<file path="src/rtl/spram_pkg.sv">
// Shared types and constants for the single-port RAM arbiter.
package spram_pkg;

    localparam int unsigned RamAddrW = 15;
    localparam logic [RamAddrW-1:0] RamLastAddr = '1;

    typedef enum logic {
        StClear = 1'b0,
        StRun   = 1'b1
    } state_e;

    // One-hot port select, matches the rr_arb2 grant vector bit order.
    typedef enum logic [1:0] {
        SelNone = 2'b00,
        SelA    = 2'b01,
        SelB    = 2'b10
    } port_sel_e;

endpackage

</file>
<file path="src/rtl/rr_arb2.sv">
// Two-way round-robin arbiter with one-hot combinational grant.
module rr_arb2
    import spram_pkg::*;
(
    input  logic       clk,
    input  logic       reset,
    input  logic [1:0] req,
    output logic [1:0] gnt
);

    // Set when port B (bit 1) holds the most recent grant.
    logic last_b_q, last_b_d;

    always_comb begin
        gnt = SelNone;
        case (req)
            2'b01:   gnt = SelA;
            2'b10:   gnt = SelB;
            2'b11:   gnt = last_b_q ? SelA : SelB;
            default: gnt = SelNone;
        endcase
    end

    always_comb begin
        last_b_d = last_b_q;
        if (gnt != SelNone) begin
            last_b_d = gnt[1];
        end
    end

    always_ff @(posedge clk) begin
        if (reset) begin
            last_b_q <= 1'b1;
        end else begin
            last_b_q <= last_b_d;
        end
    end

endmodule

</file>
<file path="src/rtl/spram_arbiter.sv">
// Two-port arbiter in front of a 32 KiB single-port RAM.
// Define SPRAM_ARB_CLEAR_EN to sweep CLEAR_VALUE through the RAM after reset.
module spram_arbiter
    import spram_pkg::*;
#(
    parameter logic [7:0] CLEAR_VALUE = 8'h00
) (
    input  logic                clk,
    input  logic                reset,

    input  logic                a_req,
    input  logic                a_we,
    input  logic [RamAddrW-1:0] a_addr,
    input  logic [7:0]          a_din,
    output logic                a_gnt,
    output logic                a_rvalid,
    output logic [7:0]          a_rdata,

    input  logic                b_req,
    input  logic                b_we,
    input  logic [RamAddrW-1:0] b_addr,
    input  logic [7:0]          b_din,
    output logic                b_gnt,
    output logic                b_rvalid,
    output logic [7:0]          b_rdata,

    input  logic [7:0]          wp,

    output logic                ram_sel,
    output logic                ram_we,
    output logic [RamAddrW-1:0] ram_addr,
    output logic [7:0]          ram_din,
    output logic [7:0]          ram_wp,
    input  logic [7:0]          ram_dout,

    output logic                busy
);

    logic      run;
    logic [1:0] arb_req;
    logic [1:0] arb_gnt;
    port_sel_e sel;
    logic      a_rd_q, b_rd_q;

`ifdef SPRAM_ARB_CLEAR_EN
    state_e              state_q, state_d;
    logic [RamAddrW-1:0] clr_addr_q, clr_addr_d;

    always_ff @(posedge clk) begin
        if (reset) begin
            state_q    <= StClear;
            clr_addr_q <= '0;
        end else begin
            state_q    <= state_d;
            clr_addr_q <= clr_addr_d;
        end
    end

    // Counter holds at the last address instead of wrapping.
    always_comb begin
        state_d    = state_q;
        clr_addr_d = clr_addr_q;
        if (state_q == StClear) begin
            if (clr_addr_q == RamLastAddr) begin
                state_d = StRun;
            end else begin
                clr_addr_d = clr_addr_q + 1'b1;
            end
        end
    end

    assign run  = (state_q == StRun);
    assign busy = (state_q == StClear);
`else
    logic unused_clear_value;

    assign unused_clear_value = ^CLEAR_VALUE;
    assign run  = 1'b1;
    assign busy = 1'b0;
`endif

    // Requests stay pending while clearing or in reset; nothing is granted.
    assign arb_req = (run && !reset) ? {b_req, a_req} : 2'b00;

    rr_arb2 u_arb (
        .clk   (clk),
        .reset (reset),
        .req   (arb_req),
        .gnt   (arb_gnt)
    );

    assign sel   = port_sel_e'(arb_gnt);
    assign a_gnt = arb_gnt[0];
    assign b_gnt = arb_gnt[1];

    always_comb begin
        ram_sel  = 1'b0;
        ram_we   = 1'b0;
        ram_addr = '0;
        ram_din  = '0;
        ram_wp   = wp;
        unique case (sel)
            SelA: begin
                ram_sel  = 1'b1;
                ram_we   = a_we;
                ram_addr = a_addr;
                ram_din  = a_din;
            end
            SelB: begin
                ram_sel  = 1'b1;
                ram_we   = b_we;
                ram_addr = b_addr;
                ram_din  = b_din;
            end
            default: ;
        endcase
`ifdef SPRAM_ARB_CLEAR_EN
        if (state_q == StClear) begin
            ram_sel  = 1'b1;
            ram_we   = 1'b1;
            ram_addr = clr_addr_q;
            ram_din  = CLEAR_VALUE;
            ram_wp   = '0;
        end
`endif
    end

    always_ff @(posedge clk) begin
        if (reset) begin
            a_rd_q <= 1'b0;
            b_rd_q <= 1'b0;
        end else begin
            a_rd_q <= arb_gnt[0] & ~a_we;
            b_rd_q <= arb_gnt[1] & ~b_we;
        end
    end

    // Gating with reset drops a read response that is in flight when reset hits.
    assign a_rvalid = a_rd_q & ~reset;
    assign b_rvalid = b_rd_q & ~reset;
    assign a_rdata  = ram_dout;
    assign b_rdata  = ram_dout;

endmodule

</file>
<file path="config.mk">
export PLATFORM = sky130hd
export DESIGN_NAME = spram_arbiter
export DESIGN_NICKNAME = d
export VERILOG_FILES = /design/src/rtl/spram_pkg.sv /design/src/rtl/rr_arb2.sv /design/src/rtl/spram_arbiter.sv
export SDC_FILE = /design/constraint.sdc
export NUM_CORES = 1
export LEC_CHECK = 0
export ABC_CLOCK_PERIOD_IN_PS = 1960
export BUFFER_PORTS_ARGS = -buffer_cell sky130_fd_sc_hd__buf_4
export CORE_MARGIN = 4
export CORE_UTILIZATION = 27
export CTS_CLUSTER_DIAMETER = 100
export DETAILED_ROUTE_END_ITERATION = 10
export PLACE_DENSITY = 0.78
export SLEW_MARGIN = 10
export SYNTH_ARGS = -nofsm -noshare
export SYNTH_HDL_FRONTEND = slang
export SYNTH_HIERARCHICAL = 1
export SYNTH_SLANG_ARGS = --single-unit
</file>
<file path="constraint.sdc">
create_clock -name clk -period 1.96 [get_ports clk]
set_input_delay 0.098 -clock clk [delete_from_list [all_inputs] [get_ports clk]]
set_output_delay 0.098 -clock clk [all_outputs]
set_load 0.03 [all_outputs]
</file>
==> reports/results.tsv <==
metric	value	unit
largest cells by area after synthesis	buf_4 (29%), a22oi_1 (24%), nor2_1 (13%), dfxtp_1 (8.7%), nor2b_1 (4.5%)	
Antenna Nets Post-Route	0	
fin crit share	0.945	
Crit. Startpoint	u_arb/last_b_q	
fraction of layout cells with a size suffix above 1	0.591	
worst r2r src	u_arb/last_b_q	
Mapped Cells	100	
commonest non-fill, non-tap cell in the layout	buf_4	
DRC viols	0	
required time worst endpoint	1.86	ns
First-pass DRT Iterations	7	
Synth Warn #	6	
largest net degree at the start of global routing	25	
pwr/cell area	387	nW/um^2
RSZ-0062 raised after global routing	no	
post-synthesis sequential area ratio	0.0871	
Yosys top cell area share	0.294	
Tmin final	1.85	ns
drt initial violations	51	
synthesis-to-finish area growth	69.5	%
most frequent cells in the layout	buf_4 (82), nor2_1 (24), a22oi_1 (22)	
clk slew on worst S/H paths	0.04	ns
Die Span X	58.5	um
max layer used	met4	
maximum buffer depth of the clock tree	2	
Min-Delay Path Class	in -> reg	
Synth Register Bits	3	
# nets final	225	
f_max	0.540	GHz
diodes inserted	0	
area leader, netlist	buf_4	
wire per inst	13.8	um
Post-Syn Nets	170	
met3 WL	373	um
IO Count	122	
number of buffers created by CTS	3	
Vias/cell	4.66	
syn avg cell area	6.89	um^2
vias in the first global route	772	
run status	completed	
Netlist Area Pre-Place	689	um^2
die area	3430	um^2
CP Class	reg -> out	
library cells used by synthesis	14	
CTS tree	built	
Final Max Slew Viols	0	
CP endpoint kind	output port	
Final Hold Violating Endpoints	0	
Initial Utilization	0.281	
metal1 wirelength	887	um
CORE AREA	2450	um^2
Final Total Pwr	452	uW
hold_sp	a_we	
vias post-DR	858	
GP Congestion	0.718	
# setup viols final	0	
skew final	0.0000756	ns
Rows	18	
Util after Layout	0.476	
CP Data Arrival Time	1.75	ns
critical path launch point type	flip-flop	
CTS Root Cell	clkbuf_4	
placed wire-length estimate	1990	um
grt total ovfl	0	
Clk Latency, worst-skew pair	0.23	ns
CTS sink cnt	3	
port buffer count	80	
static leakage	0.000586	uW
WL final	2530	um
first-pass GRT wire length	3490	um
met2 WL	1240	um
total track usage	0.127	
Max-Cap Viols	0	
maximum vdd ir drop	0.278	mV
initial antenna violation count	0	
H-tree Lvls	1	
crit-path max FO	16	
Die Y	58.5	um
## synth_stat cells, drive strengths merged
master and instances:
a21boi 2, buf 32, nor3 2, dfxtp 3, a211o 1, inv 4
ha 2, nor2 24, a22oi 24, nor2b 5, conb 1
## per-layer routing
layer	track usage	vias to the layer above
li1	-	424
met1	0.135	376
met2	0.230	50
met3	0.0417	8
met4	0.0497	0
met5	0	-
## state kept, by name, indices dropped and copies added, names as in the netlist
name,count
u_arb/last_b_q,1
a_rd_q,1
b_rd_q,1
## layout make-up
| cell class | count | area, um^2 |
|---|---|---|
| Clock buffer | 4 | 26.3 |
| Fill cell | 230 | 1290 |
| Sequential cell | 3 | 60.1 |
| Inverter | 4 | 15.0 |
| Multi-Input combinational cell | 61 | 414 |
| Timing Repair Buffer | 82 | 616 |
| Tap cell | 30 | 37.5 |
## path summary, 6_finish.rpt
kind / depth (start not counted) / to / slack (ns)
worst max register to register: 4 / a_rd_q / 0.91
worst min register to register: 2 / u_arb/last_b_q / 0.62
worst max-delay path: 7 / ram_addr[2] / 0.11
worst min-delay path: 2 / a_rd_q / 0.04
## what timing repair did
action                                  in CTS  in global routing
pin swaps                                    0                  0
buffers inserted                             0                  0
hold buffers                                 0                  0
endpoints found under the setup margin      24                 23
gates resized for setup                      2                  3
## per-stage QoR
stage	hold slack [ns]	setup slack [ns]	std cells	instance area [um^2]	setup TNS [ns]
CTS	0.0310	0.0495	184	1140	0
finish	0.0378	0.108	184	1170	0
global placement	0.196	-0.0227	180	1110	-0.0382
floorplan	0.169	-0.0411	100	697	-0.778
global route	0.0386	0.00592	184	1170	0
detailed placement	0.196	-0.0979	180	1110	-1.63
## power by group
part / total [uW] / internal [uW] / switching, uW
Clock: 108 / 76.2 / 31.3
Sequential: 65.6 / 64.0 / 1.56
Combinational: 279 / 137 / 142
## worst max-delay path, cell delays in order, from the launching register on
cell      delay (ns)
dfxtp_1         0.36
inv_1           0.10
a21boi_4        0.20
inv_1           0.12
ha_4            0.25
buf_4           0.18
nor2_1          0.13
buf_4           0.17
## cells by family (layout without fill, tap and decap cells)
| family | after synthesis | count (layout) | share of synthesized area |
|---|---|---|---|
| AOI/OAI and AO/OA | 27 | 27 | 0.310 |
| buffers and inverters | 36 | 90 | 0.370 |
| adders and majority gates | 2 | 2 | 0.0363 |
| other | 1 | 1 | 0.00544 |
| and+or+nand+nor | 31 | 31 | 0.191 |
| DFF | 3 | 3 | 0.0871 |
Power figures use the tool's default switching activity.
